--- config.mk ---
export PLATFORM = sky130hd
export DESIGN_NAME = pc_seq_unit
export DESIGN_NICKNAME = d
export VERILOG_FILES = /design/src/rtl/pc_seq_pkg.sv /design/src/rtl/ras_stack.sv /design/src/rtl/pc_seq_unit.sv
export SDC_FILE = /design/constraint.sdc
export NUM_CORES = 1
export LEC_CHECK = 0
export BUFFER_PORTS_ARGS = -buffer_cell sky130_fd_sc_hd__buf_2
export CAP_MARGIN = 40
export CORE_MARGIN = 4
export CORE_UTILIZATION = 45
export CTS_CLUSTER_DIAMETER = 30
export DETAILED_ROUTE_END_ITERATION = 12
export PLACE_DENSITY = 0.65
export SLEW_MARGIN = 20
export SYNTH_ARGS = -nofsm -noshare
export SYNTH_HDL_FRONTEND = slang
export SYNTH_HIERARCHICAL = 1
export SYNTH_SLANG_ARGS = --single-unit
--- constraint.sdc ---
create_clock -name clk -period 7.8 [get_ports clk]
set_input_delay 1.17 -clock clk [delete_from_list [all_inputs] [get_ports clk]]
set_output_delay 1.17 -clock clk [all_outputs]
set_load 0.03 [all_outputs]
--- src/rtl/pc_seq_pkg.sv ---
// Shared types for the fetch-stage program-counter unit: the operation
// encoding and the fixed-priority selector that maps request enables onto it.
package pc_seq_pkg;

  typedef enum logic [2:0] {
    PC_INC    = 3'd0,
    PC_BRANCH = 3'd1,
    PC_JUMP   = 3'd2,
    PC_JAL    = 3'd3,
    PC_RET    = 3'd4
  } pc_op_e;

  // Fixed priority: JAL > RET > JUMP > BRANCH > increment.
  function automatic pc_op_e pc_op_sel(input logic jal_en, input logic ret_en,
                                       input logic jump_en, input logic branch_en);
    if (jal_en)         return PC_JAL;
    else if (ret_en)    return PC_RET;
    else if (jump_en)   return PC_JUMP;
    else if (branch_en) return PC_BRANCH;
    else                return PC_INC;
  endfunction

endpackage

--- src/rtl/ras_stack.sv ---
// Circular return-address stack: a push onto a full stack overwrites the oldest
// entry, and a pop from an empty stack leaves it unchanged. Both raise one-cycle events.
module ras_stack
  import pc_seq_pkg::*;
#(
  parameter int WIDTH     = 16,
  parameter int RAS_DEPTH = 4
) (
  input  logic                           clk,
  input  logic                           reset_n,
  input  logic                           i_push,
  input  logic                           i_pop,
  input  logic [WIDTH-1:0]               i_push_data,
  output logic [WIDTH-1:0]               o_top,
  output logic [$clog2(RAS_DEPTH+1)-1:0] o_count,
  output logic                           o_overflow_evt,
  output logic                           o_underflow_evt
);

  localparam int PW = $clog2(RAS_DEPTH);
  localparam int CW = $clog2(RAS_DEPTH + 1);

  logic [WIDTH-1:0] r_mem [RAS_DEPTH];
  logic [PW-1:0]    r_ptr;
  logic [CW-1:0]    r_count;
  logic             w_full;
  logic             w_empty;
  logic [PW-1:0]    w_ptr_inc;
  logic [PW-1:0]    w_ptr_dec;

  assign w_full  = (r_count == CW'(RAS_DEPTH));
  assign w_empty = (r_count == '0);

  // The pointer wraps explicitly, so the depth does not have to be a power of two.
  assign w_ptr_inc = (r_ptr == PW'(RAS_DEPTH - 1)) ? '0 : r_ptr + PW'(1);
  assign w_ptr_dec = (r_ptr == '0) ? PW'(RAS_DEPTH - 1) : r_ptr - PW'(1);

  always_ff @(posedge clk or negedge reset_n) begin
    if (!reset_n) begin
      r_ptr   <= '0;
      r_count <= '0;
    end else if (i_push) begin
      r_ptr <= w_ptr_inc;
      if (!w_full) r_count <= r_count + CW'(1);
    end else if (i_pop && !w_empty) begin
      r_ptr   <= w_ptr_dec;
      r_count <= r_count - CW'(1);
    end
  end

  // Stack contents are don't-care after reset, so this storage has no reset.
  always_ff @(posedge clk) begin
    if (i_push) r_mem[w_ptr_inc] <= i_push_data;
  end

  assign o_top           = r_mem[r_ptr];
  assign o_count         = r_count;
  assign o_overflow_evt  = i_push && w_full;
  assign o_underflow_evt = i_pop && w_empty;

endmodule

--- src/rtl/pc_seq_unit.sv ---
// Registered fetch-stage program counter with a next-PC mux, a return-address
// stack, an advance/stall handshake and sticky stack-error flags.
module pc_seq_unit
  import pc_seq_pkg::*;
#(
  parameter int WIDTH      = 16,
  parameter int RAS_DEPTH  = 4,
  parameter int RESET_PC   = 0,
  parameter int BRANCH_ADJ = 2,
  parameter int JUMP_ADJ   = 1,
  parameter int LINK_ADJ   = 0
) (
  input  logic                           clk,
  input  logic                           reset_n,
  input  logic                           adv,
  input  logic                           jal_en,
  input  logic                           ret_en,
  input  logic                           jump_en,
  input  logic                           branch_en,
  input  logic [WIDTH-1:0]               target,
  input  logic [WIDTH-1:0]               imm,
  input  logic                           clr_err,
  output logic [WIDTH-1:0]               pc,
  output logic [WIDTH-1:0]               pc_next,
  output logic [WIDTH-1:0]               rlink,
  output logic [$clog2(RAS_DEPTH+1)-1:0] ras_count,
  output logic                           ras_overflow,
  output logic                           ras_underflow
);

  localparam int CW = $clog2(RAS_DEPTH + 1);

  logic [WIDTH-1:0] r_pc;
  logic [WIDTH-1:0] r_rlink;
  logic             r_ovf;
  logic             r_unf;
  pc_op_e           w_op;
  logic [WIDTH-1:0] w_link;
  logic [WIDTH-1:0] w_pc_next;
  logic [WIDTH-1:0] w_ras_top;
  logic [CW-1:0]    w_ras_count;
  logic             w_push;
  logic             w_pop;
  logic             w_ovf_evt;
  logic             w_unf_evt;

  assign w_op   = pc_op_sel(jal_en, ret_en, jump_en, branch_en);
  assign w_link = r_pc + WIDTH'(LINK_ADJ);
  assign w_push = adv && (w_op == PC_JAL);
  assign w_pop  = adv && (w_op == PC_RET);

  ras_stack #(
    .WIDTH     (WIDTH),
    .RAS_DEPTH (RAS_DEPTH)
  ) u_ras (
    .clk             (clk),
    .reset_n         (reset_n),
    .i_push          (w_push),
    .i_pop           (w_pop),
    .i_push_data     (w_link),
    .o_top           (w_ras_top),
    .o_count         (w_ras_count),
    .o_overflow_evt  (w_ovf_evt),
    .o_underflow_evt (w_unf_evt)
  );

  // imm is already WIDTH bits, so modulo-2^WIDTH addition sign-extends it implicitly.
  always_comb begin
    w_pc_next = r_pc + WIDTH'(1);
    unique case (w_op)
      PC_BRANCH: w_pc_next = r_pc + imm - WIDTH'(BRANCH_ADJ);
      PC_JUMP:   w_pc_next = target - WIDTH'(JUMP_ADJ);
      PC_JAL:    w_pc_next = target;
      PC_RET:    w_pc_next = ((w_ras_count == '0) ? target : w_ras_top) - WIDTH'(JUMP_ADJ);
      default:   w_pc_next = r_pc + WIDTH'(1);
    endcase
  end

  always_ff @(posedge clk or negedge reset_n) begin
    if (!reset_n) begin
      r_pc    <= WIDTH'(RESET_PC);
      r_rlink <= '0;
    end else if (adv) begin
      r_pc <= w_pc_next;
      if (w_op == PC_JAL) r_rlink <= w_link;
    end
  end

  // A new event takes precedence over a clear in the same cycle.
  always_ff @(posedge clk or negedge reset_n) begin
    if (!reset_n) begin
      r_ovf <= 1'b0;
      r_unf <= 1'b0;
    end else begin
      if (w_ovf_evt)    r_ovf <= 1'b1;
      else if (clr_err) r_ovf <= 1'b0;
      if (w_unf_evt)    r_unf <= 1'b1;
      else if (clr_err) r_unf <= 1'b0;
    end
  end

  assign pc            = r_pc;
  assign pc_next       = w_pc_next;
  assign rlink         = r_rlink;
  assign ras_count     = w_ras_count;
  assign ras_overflow  = r_ovf;
  assign ras_underflow = r_unf;

endmodule

==> results of run 1 <==
## sequential cells by signal (all words and copies together) (netlist names)
| signal | cells |
|---|---|
| pc | 16 |
| u_ras/r_mem | 64 |
| ras_overflow | 1 |
| u_ras/o_count | 3 |
| rlink | 16 |
| ras_underflow | 1 |
| u_ras/r_ptr | 2 |
## kinds of logic (layout without fill, tap and decap cells)
kind of cell / after synthesis / in the layout
buffers and inverters: 98 / 190
AND/OR/NAND/NOR: 181 / 181
adder cells (fa/ha/maj): 39 / 39
AO/OA/AOI/OAI: 161 / 161
flip-flops: 103 / 103
multiplexers: 39 / 39
XOR/XNOR: 31 / 31
## worst register-to-register path, stage by stage (launching register included)
cell	delay (ps)
dfrtp_1	500
nor3_2	600
nor2_1	390
a21oi_1	290
ha_1	290
or3b_1	480
or4_4	550
o21a_1	220
or3_1	370
a31oi_1	270
a31oi_1	120
## per-stage QoR
step	util, %	area [um2]	instances	hold WS [ps]	power, mW
floorplan	-	6670	652	650	1.48
detailed placement	50.4	7320	909	471	1.77
finish	52.8	7670	928	483	2.24
CTS	52.4	7620	925	488	2.23
global route	52.8	7670	928	515	2.37
global placement	49.9	7260	905	459	1.73
## cell type report
class	instances	area (um2)	share of cell area [%]
inverters	72	270	3.52
flip-flops and latches	103	2900	37.8
clock inverters	6	68.8	0.898
well taps	184	230	3.00
clock buffers	10	229	2.99
repair buffers	102	594	7.75
multi-input cells	451	3380	44.0
## power by group
group          internal (mW)  switching [mW]  leakage, nW
combinational          0.380           0.615         2.01
clock                  0.252           0.212        0.143
sequential             0.681           0.100         1.04
total                   1.31           0.927         3.19
## worst max-delay path by stage
stage / cells past startpoint / end / from / slack, ps
3_5_place_dp: 13 / pc_next[14] / jal_en / 1550
6_report: 13 / pc_next[14] / jal_en / 1450
3_3_place_gp: 13 / pc_next[14] / jal_en / 1660
4_1_cts: 13 / pc_next[14] / jal_en / 1520
2_1_floorplan: 14 / pc_next[12] / jal_en / 2350
5_1_grt: 13 / pc_next[14] / jal_en / 1310
## cells in the final DEF, fill, tap and decap left out, types with 16 or more instances in the layout
cell type / count
edfxtp_1: 64
dfrtp_1: 39
mux4_2: 16
nor2_1: 32
xnor2_1: 25
nand2_1: 50
inv_1: 72
o21ai_0: 39
ha_1: 37
buf_2: 92
nor3_1: 19
a21oi_1: 37
## metal layers
layer,track usage [%],routed length [um]
met1,30.1,8060
met2,36.8,8850
met3,3.56,1180
met4,7.46,416
met5,0,0
==> summary.txt, run 1 <==
Run status
  – Status: finished clean

Synthesis
  – Ranking of synthesized cells by area: edfxtp_1 29%, dfrtp_1 15%, ha_1 6.9%
  – Leading area contributor after synthesis: edfxtp_1
  – Mapped Avg Cell Area: 10.2 um2
  – Simple-Gate Fraction of Synth Area: 14.0%
  – Post-Syn Nets: 731
  – Largest family of logic cells by synthesized area: compound AO/OA/AOI/OAI gates
  – Synth Area in Compound Gates: 15.9%
  – Synth top area share: 28.8%
  – Synth Cell Area: 0.00667 mm2
  – Commonest cells in the netlist: 72 x inv_1, 64 x edfxtp_1, 50 x nand2_1, 39 x dfrtp_1, 39 x o21ai_0
  – XOR/XNOR share of the synthesized area: 4.07%
  – Multiplexer share of the synthesized area: 9.03%
  – Sequential cell area fraction in the yosys report: 43.5%
  – Flops & latches, synth: 103
  – Synth Instances: 652
  – Post-Synth Adder-Cell Area: 7.55%
  – Netlist cell types: 72
  – EDFF count, synth: 64
  – Ys Warns: 6
  – Ys flop type: edfxtp_1
  – Most frequent cell after synthesis: inv_1
  – Asr flop ratio synth: 37.9%

STA
  – Fin crit period: 6350 ps
  – Final setup TNS: 0 ps
  – F_max: 157 MHz
  – Max Slew Vio Count: 0
  – Final Hold Viols: 0
  – RSZ-0062 raised after global routing: no
  – Final period util: 81.5%
  – Relative slew slack: 43.1%
  – Clock Skew: 5.86 ps
  – Slew of the pin with the lowest slew margin: 850 ps
  – Final setup margin: 1450 ps
  – Endpoints failing setup: 0

Die
  – Die footprint: 0.0168 mm2
  – Row count: 44
  – Initial core utilization: 45.9%
  – Die height: 130 um
  – Core box area: 0.0145 mm2
  – Die width: 130 um
  – I/O pin cnt: 93

Hold path
  – Min-Delay Startpoint: rlink[9]$_DFFE_PN0P_
  – HP Class: reg -> reg
  – Hold Path End: rlink[9]$_DFFE_PN0P_
  – Worst Hold Depth: 2

Finish
  – Number of fillers in the final layout: 1332
  – Layout Area Growth over Synthesis: 15.0%
  – Ant. Diodes: 0
  – Final nets: 818
  – Layout cell share with drive strength beyond 1: 20.3%

Place
  – Hpwl dp: 13.9 mm
  – RD Place Congestion: 0.958
  – Port-buffer cells: 92
  – Pre-CTS setup slack: 1550 ps

Setup path
  – CP Class: in -> out
  – CP Max Fanout: 23
  – RR Startpoint: u_ras/o_count[1]$_DFFE_PN0P_
  – Worst Reg-to-Reg Cells: 10
  – Endpoint class of the critical path: output pin
  – CP bufs+invs: 2
  – Top delay family on crit path: simple AND/OR/NAND/NOR gates
  – CP Cell Sequence: buf_2 > nand2b_1 > nor2_1 > nor2_1 > a21oi_1 > ha_1 > or3b_1 > or4_4 > o21a_1 > or3_1 > a31oi_1 > nand2_1 > buf_2
  – FF-to-FF setup slack: 3580 ps
  – Worst R2R End: pc[14]$_DFFE_PN0P_
  – Crit path required time: 6630 ps
  – Worst setup SP type: input pin
  – Slowest-stage cell, CP: nor2_1
  – Critical Path AT: 5180 ps
  – Slowest cell delay on critical path: 720 ps

Route
  – DR vias/cell: 6.02
  – Starting DRT DRC Count: 418
  – Antenna Violating Nets Remaining: 0
  – Via count: 5583
  – Routed wire length: 18.5 mm
  – WL/cell: 19.9 um
  – DRC: 0
  – First drt pass iteration count: 6

GRT
  – Vias in the first global route: 5490
  – Initial antenna violation count: 0
  – GR Util All Layers: 22.3%
  – Global-route wire length before repair: 29.0 mm
  – Pin count of the biggest net entering global routing: 33
  – Global route overflow: 0

CTS
  – Clk pin slew, worst setup/hold paths: 70 ps
  – CTS tree: done
  – Num CTS Buffers: 9
  – CTS Sinks: 103
  – Cts hold-fix bufs: 0
  – Clk root buf: clkbuf_16
  – Max Root-Sink Buffers: 2
  – Post-cts sizing count: 0
  – # H-tree levels: 3
  – Clk_lat worst skew: 360 ps
  – # Post-CTS Setup Buffers: 0

Power and ir drop
  – VDD IR-drop max: 132 uV
  – Leak Pwr: 3.19 nW
  – Pwr per Cell Area: 292 mW/mm2

Job
  – Number of max-cap violations: 0
No activity file was read; power rests on OpenSTA's default activity.
==> inputs of run 2 (changes only) <==
--- a/config.mk
+++ b/config.mk
@@ -5,13 +5,14 @@
 export SDC_FILE = /design/constraint.sdc
 export NUM_CORES = 1
 export LEC_CHECK = 0
+export ABC_AREA = 1
 export BUFFER_PORTS_ARGS = -buffer_cell sky130_fd_sc_hd__buf_2
 export CAP_MARGIN = 40
 export CORE_MARGIN = 4
 export CORE_UTILIZATION = 45
 export CTS_CLUSTER_DIAMETER = 30
 export DETAILED_ROUTE_END_ITERATION = 12
-export PLACE_DENSITY = 0.65
+export PLACE_DENSITY = 0.68
 export SLEW_MARGIN = 20
 export SYNTH_ARGS = -nofsm -noshare
 export SYNTH_HDL_FRONTEND = slang
==> constraint.sdc (replaced) <==
create_clock -name clk -period 5.7 [get_ports clk]
set_input_delay 0.855 -clock clk [delete_from_list [all_inputs] [get_ports clk]]
set_output_delay 0.855 -clock clk [all_outputs]
set_load 0.03 [all_outputs]
==> summary.txt, run 2 <==
Finish
  – Number of fillers in the final layout: 1439 (+8.0%)
  – Most flops, register: u_ras/r_mem
  – Ant. Diodes: 0 (unchanged)
  – Commonest non-fill, non-tap cell in the layout: nand2_1
  – Area of the multi-input gates: 0.00318 mm2 (-5.7%)
  – Post-route insts no fill: 1119 (+21%)
  – Layout Area Growth over Synthesis: 13.8%
  – Max reg flops: 64 (unchanged)
  – Finished Cell Area: 0.00758 mm2 (-1.2%)
  – Layout cell share with drive strength beyond 1: 13.8% (-6.5 points)
  – Register area: 0.00290 mm2 (unchanged)
  – Final nets: 1009 (+23%)
  – Leading cell types in the layout, fill and taps excluded: 218 x nand2_1, 117 x inv_1, 92 x buf_2

Job
  – Number of max-cap violations: 0 (unchanged)

CTS
  – Clk root buf: clkbuf_16
  – Clk pin slew, worst setup/hold paths: 70 ps (about the same)
  – # Post-CTS Setup Buffers: 0 (unchanged)
  – Num CTS Buffers: 9 (unchanged)
  – Clk_lat worst skew: 360 ps (about the same)
  – # H-tree levels: 3 (unchanged)
  – Cts hold-fix bufs: 0 (unchanged)
  – CTS tree: done
  – CTS Sinks: 103 (unchanged)
  – Post-cts sizing count: 0 (unchanged)
  – Max Root-Sink Buffers: 2 (unchanged)

Die
  – Die width: 130 um (about the same)
  – I/O pin cnt: 93 (unchanged)
  – Die footprint: 0.0168 mm2 (-0.10%)
  – Row count: 44 (unchanged)
  – Die height: 130 um (about the same)
  – Initial core utilization: 45.8% (-0.052 points)
  – Core box area: 0.0145 mm2 (unchanged)

STA
  – Fin crit period: 4420 ps
  – RSZ-0062 raised after global routing: no
  – Final period util: 77.6%
  – Final Hold Viols: 0 (unchanged)
  – Relative slew slack: 50.2% (+7.1 points)
  – Slew of the pin with the lowest slew margin: 746 ps (-105 ps)
  – Endpoints failing setup: 0 (unchanged)
  – Max Slew Vio Count: 0 (unchanged)
  – Hold WS: 381 ps (-102 ps)
  – Final setup TNS: 0 ps (unchanged)
  – Clock Skew: 7.09 ps (+1.23 ps)
  – F_max: 226 MHz

Route
  – Antenna Violating Nets Remaining: 0 (unchanged)
  – First drt pass iteration count: 6 (unchanged)
  – DRC: 0 (unchanged)
  – WL/cell: 16.1 um (-19%)
  – DR vias/cell: 5.27 (-12%)
  – Routed wire length: 18.0 mm (-2.8%)
  – Via count: 5896 (+5.6%)
  – Starting DRT DRC Count: 448 (+7.2%)

Synthesis
  – Synth top area share: 28.9% (+0.033 points)
  – Synth Area in Compound Gates: 11.1% (-4.9 points)
  – Leading area contributor after synthesis: edfxtp_1
  – Commonest cells in the netlist: 218 x nand2_1, 117 x inv_1, 73 x nor2_1, 71 x nand3_1, 64 x edfxtp_1
  – Multiplexer share of the synthesized area: 0% (-9.0 points)
  – Post-Synth Adder-Cell Area: 7.55% (+0.0085 points)
  – Sequential cell area fraction in the yosys report: 43.5% (+0.049 points)
  – Simple-Gate Fraction of Synth Area: 27.6% (+14 points)
  – Mapped Avg Cell Area: 7.84 um2 (-23%)
  – Synth Cell Area: 0.00666 mm2 (-0.11%)
  – Asr flop ratio synth: 37.9% (unchanged)
  – Most frequent cell after synthesis: nand2_1
  – EDFF count, synth: 64 (unchanged)
  – Netlist cell types: 43 (-40%)
  – Flops & latches, synth: 103 (unchanged)
  – Synth Instances: 849 (+30%)
  – XOR/XNOR share of the synthesized area: 1.58% (-2.5 points)
  – Post-Syn Nets: 928 (+27%)
  – Ranking of synthesized cells by area: edfxtp_1 29%, dfrtp_1 15%, nand2_1 12%
  – Ys Warns: 6 (unchanged)
  – Largest family of logic cells by synthesized area: simple AND/OR/NAND/NOR gates
  – Ys flop type: edfxtp_1

Setup path
  – CP Max Fanout: 21 (-8.7%)
  – Worst setup path startpoint: u_ras/r_ptr[1]$_DFFE_PN0P_
  – Endpoint class of the critical path: output pin
  – RR Startpoint: u_ras/r_ptr[1]$_DFFE_PN0P_
  – Crit path required time: 4850 ps (-1780 ps)
  – Critical Path AT: 3570 ps (-1610 ps)
  – Worst setup SP type: register
  – Worst Setup EP: pc_next[13]
  – Worst R2R End: pc[14]$_DFFE_PN0P_
  – Worst Reg-to-Reg Cells: 13 (+3)
  – FF-to-FF setup slack: 2520 ps (-1060 ps)
  – CP Class: reg -> out

GRT
  – Global-route wire length before repair: 28.1 mm (-3.2%)
  – Initial antenna violation count: 0 (unchanged)
  – Vias in the first global route: 5407 (-1.5%)
  – GR Util All Layers: 21.7% (-0.53 points)
  – Pin count of the biggest net entering global routing: 38 (+15%)
  – Global route overflow: 0 (unchanged)

Power and ir drop
  – Internal: 1.75 mW (+33%)
  – Sw power: 1.37 mW (+47%)
  – VDD IR-drop max: 163 uV (+23%)
  – Total power: 3.11 mW (+39%)
  – Combinational Power Share: 44.2% (-0.2 points)
  – Leak Pwr: 3.66 nW (+15%)
  – Clock Power Share: 21.8% (+1.1 points)
  – Sequential fraction of design power: 34.1% (-0.8 points)
  – Switching share of power: 43.8% (+2.4 points)
  – Pwr per Cell Area: 411 mW/mm2 (+41%)

Place
  – Port-buffer cells: 92 (unchanged)
  – RD Place Congestion: 0.929 (-3.1%)
  – Hpwl dp: 13.4 mm (-3.4%)
  – Dpl cells: 1103 (+21%)
  – DP Area: 0.00726 mm2 (-0.91%)

Run status
  – Status: finished clean

Hold path
  – HP Class: in -> async
[run 2: worst max-delay path, cell delays in order (launching register included)]
cell,delay [ps]
dfrtp_1,820
inv_1,540
o21ai_0,210
o22ai_1,110
inv_1,80
nand3_1,80
nand2_1,170
nand3_1,230
nor2_1,280
nand3_1,110
nand2_1,70
nand3_1,60
nand3_1,130
and2_1,140
buf_2,190
[run 2: how the worst min path moves through the flow]
stage / endpoint / cells after the start / start
floorplan: pc[0]$_DFFE_PN0P_ / 0 / reset_n
global placement: rlink[6]$_DFFE_PN0P_ / 2 / rlink[6]$_DFFE_PN0P_
detailed placement: rlink[2]$_DFFE_PN0P_ / 2 / rlink[2]$_DFFE_PN0P_
CTS: pc[13]$_DFFE_PN0P_ / 1 / reset_n
global route: pc[7]$_DFFE_PN0P_ / 1 / reset_n
finish: pc[13]$_DFFE_PN0P_ / 1 / reset_n
[run 2: metrics by stage]
step,util (%),setup WS (ps)
6_report,52.1,1280
5_1_grt,52.1,1010
4_1_cts,52.1,1260
3_5_place_dp,49.9,1600
3_3_place_gp,49.7,1690
2_1_floorplan,-,1910
[run 2: power groups by stage]
stage	clock [mW]	sequential (mW)	combinational (mW)
floorplan	0	1.15	0.910
global placement	0	1.07	1.35
detailed placement	0	1.08	1.36
CTS	0.695	1.06	1.37
global route	0.729	1.08	1.53
finish	0.678	1.06	1.38
[run 2: layout make-up]
class | instances | area share (%)
multi-input combinational | 603 | 42.0
inverter | 118 | 5.85
sequential | 103 | 38.2
tap | 184 | 3.04
timing repair buffer | 95 | 6.64
clock inverter | 6 | 1.19
clock buffer | 10 | 3.02
[run 2: kinds of logic after synthesis]
| kind of cell | after synthesis |
|---|---|
| AO/OA/AOI/OAI | 135 |
| XOR/XNOR | 12 |
| adder cells (fa/ha/maj) | 39 |
| buffers and inverters | 143 |
| flip-flops | 103 |
| AND/OR/NAND/NOR | 417 |
[run 2: metal layers]
metal	global-route usage, %	vias up	wire [um]
met1	29.6	2733	8250
met2	35.4	167	8470
met3	3.87	32	928
met5	0	-	0
met4	6.97	0	328
li1	-	2964	-
==> inputs of run 3 (changes only) <==
--- a/config.mk
+++ b/config.mk
@@ -5,14 +5,14 @@
 export SDC_FILE = /design/constraint.sdc
 export NUM_CORES = 1
 export LEC_CHECK = 0
-export ABC_AREA = 1
+export ABC_AREA = 0
 export BUFFER_PORTS_ARGS = -buffer_cell sky130_fd_sc_hd__buf_2
 export CAP_MARGIN = 40
 export CORE_MARGIN = 4
 export CORE_UTILIZATION = 45
 export CTS_CLUSTER_DIAMETER = 30
 export DETAILED_ROUTE_END_ITERATION = 12
-export PLACE_DENSITY = 0.68
+export PLACE_DENSITY = 0.65
 export SLEW_MARGIN = 20
 export SYNTH_ARGS = -nofsm -noshare
 export SYNTH_HDL_FRONTEND = slang
==> constraint.sdc (replaced) <==
create_clock -name clk -period 4.5 [get_ports clk]
set_input_delay 0.675 -clock clk [delete_from_list [all_inputs] [get_ports clk]]
set_output_delay 0.675 -clock clk [all_outputs]
set_load 0.03 [all_outputs]
==> summary.txt, run 3 (synthesized netlist as in run 1, its figures left out) <==
GRT
  – Pin count of the biggest net entering global routing: 33 (-13%)
  – Global route overflow: 0 (unchanged)
  – GR Util All Layers: 22.6% (+0.83 points)
  – Global-route wire length before repair: 29.4 mm (+4.4%)
  – Initial antenna violation count: 0 (unchanged)
  – Vias in the first global route: 5603 (+3.6%)

Finish
  – Max reg flops: 64 (unchanged)
  – Post-route insts no fill: 946 (-15%)
  – Ant. Diodes: 0 (unchanged)
  – Register area: 0.00290 mm2 (about the same)
  – Layout Area Growth over Synthesis: 17.3%
  – Number of fillers in the final layout: 1352 (-6.0%)
  – Final nets: 836 (-17%)
  – Area of the multi-input gates: 0.00343 mm2 (+7.7%)
  – Most flops, register: u_ras/r_mem
  – Commonest non-fill, non-tap cell in the layout: buf_2
  – Finished Cell Area: 0.00782 mm2 (+3.2%)
  – Leading cell types in the layout, fill and taps excluded: 93 x buf_2, 72 x inv_1, 64 x edfxtp_1
  – Layout cell share with drive strength beyond 1: 23.5% (+9.7 points)
  – Layout Utilization: 53.8% (+1.7 points)

Route
  – Highest Signal Layer: met4
  – Routed wire length: 18.9 mm (+5.1%)
  – First drt pass iteration count: 7 (+1)
  – Met2 WL: 9.20 mm (+8.6%)
  – DRC: 0 (unchanged)
  – Starting DRT DRC Count: 535 (+19%)
  – WL met1: 7.88 mm (-4.5%)
  – DR vias/cell: 6.00 (+14%)
  – Antenna Violating Nets Remaining: 0 (unchanged)
  – Met3 Routed Length: 1.21 mm (+30%)
  – Via count: 5680 (-3.7%)
  – WL/cell: 20.0 um (+24%)

STA
  – Clock Skew: 10.8 ps (+3.74 ps)
  – Final setup TNS: 0 ps (unchanged)
  – F_max: 227 MHz
  – Endpoints failing setup: 0 (unchanged)
  – Slew of the pin with the lowest slew margin: 716 ps (-29.9 ps)
  – Max Slew Vio Count: 0 (unchanged)
  – Final Hold Viols: 0 (unchanged)
  – Final period util: 97.9%
  – Fin crit period: 4400 ps
  – Hold WS: 263 ps (-118 ps)
  – Relative slew slack: 52.2% (+1.9 points)
  – Final setup margin: 95.4 ps (-1180 ps)

Power and ir drop
  – Switching share of power: 42.0% (-1.9 points)
  – Pwr per Cell Area: 501 mW/mm2 (+22%)
  – Internal: 2.27 mW (+30%)
  – Clock Power Share: 19.1% (-2.7 points)
  – Total power: 3.91 mW (+26%)
  – VDD IR-drop max: 235 uV (+45%)
  – Sequential fraction of design power: 33.8% (-0.3 points)
  – Combinational Power Share: 47.2% (+3.0 points)
  – Leak Pwr: 3.27 nW (-11%)
  – Sw power: 1.64 mW (+20%)

CTS
  – CTS Sinks: 103 (unchanged)
  – Clk_lat worst skew: 350 ps (about the same)
  – CTS tree: done
  – Num CTS Buffers: 9 (unchanged)
  – # H-tree levels: 3 (unchanged)
  – Cts hold-fix bufs: 0 (unchanged)
  – Clk pin slew, worst setup/hold paths: 70 ps (about the same)
  – Max Root-Sink Buffers: 2 (unchanged)
  – Clk root buf: clkbuf_16

Setup path
  – Worst setup SP type: register
  – Critical Path AT: 3730 ps (+160 ps)
  – FF-to-FF setup slack: 1150 ps (-1370 ps)
  – Worst Reg-to-Reg Cells: 9 (-4)
  – CP Class: reg -> out
  – Endpoint class of the critical path: output pin
  – CP Max Fanout: 11 (-48%)
  – Crit path required time: 3830 ps (-1020 ps)

Die
  – Core box area: 0.0145 mm2 (unchanged)
  – Die footprint: 0.0168 mm2 (+0.10%)
  – Row count: 44 (unchanged)
  – I/O pin cnt: 93 (unchanged)
  – Die width: 130 um (about the same)
  – Die height: 130 um (about the same)
  – Initial core utilization: 45.9% (+0.052 points)

Place
  – Port-buffer cells: 92 (unchanged)
  – Pre-CTS setup slack: 310 ps (-1290 ps)
  – DP Area: 0.00739 mm2 (+1.8%)
  – Dpl cells: 921 (-17%)
  – RD Place Congestion: 0.934 (+0.53%)
  – Hpwl dp: 14.2 mm (+5.8%)

Job
  – Number of max-cap violations: 0 (unchanged)

Run status
  – Status: finished clean

Hold path
  – HP Class: in -> async
run 3: worst paths after layout:
| path | endpoint | startpoint |
|---|---|---|
| hold / removal | pc[3]$_DFFE_PN0P_ | reset_n |
| setup / recovery | pc_next[15] | pc[10]$_DFFE_PN0P_ |
| setup reg to reg | pc[14]$_DFFE_PN0P_ | u_ras/r_ptr[0]$_DFFE_PN0P_ |
| max in group asynchronous | rlink[12]$_DFFE_PN0P_ | reset_n |
| hold reg to reg | ras_underflow$_DFFE_PN0P_ | ras_underflow$_DFFE_PN0P_ |
| min in group clk | ras_underflow$_DFFE_PN0P_ | ras_underflow$_DFFE_PN0P_ |
run 3: cell type report:
type                            instances  share of cell area, %
Clock inverter                          6                  0.560
Tap cell                              184                   2.94
Sequential cell                       103                   37.1
Timing Repair Buffer                  120                   9.19
Inverter                               72                   3.46
Clock buffer                           10                   2.93
Multi-Input combinational cell        451                   43.8
run 3: timing repair:
action,in CTS,in global routing
setup endpoints to repair,0,5
gates resized for setup,0,14
buffers inserted,0,4
endpoints found under the hold margin,0,0
run 3: per-layer routing:
| metal | global-route usage [%] | up-vias |
|---|---|---|
| met3 | 2.62 | 42 |
| li1 | - | 2638 |
| met1 | 29.9 | 2752 |
| met4 | 9.41 | 0 |
| met2 | 37.8 | 248 |
| met5 | 0 | - |
run 3: power by group through the flow:
stage                     Sequential [mW]  Combinational [mW]  Clock, mW
after global placement               1.33                1.71          0
final                                1.32                1.85      0.746
after global routing                 1.34                2.00      0.799
after floorplan                      1.46                1.10          0
after CTS                            1.32                1.76      0.753
after detailed placement             1.34                1.74          0
run 3: worst max-delay path, stage by stage (launching register included):
cell and delay (ps):
dfrtp_1 560, inv_1 220, ha_1 330, inv_1 40, ha_1 390, a21oi_1 280
nor2_1 100, a2111oi_1 680, and3_1 280, nor2_1 50, o22ai_1 200, buf_2 240
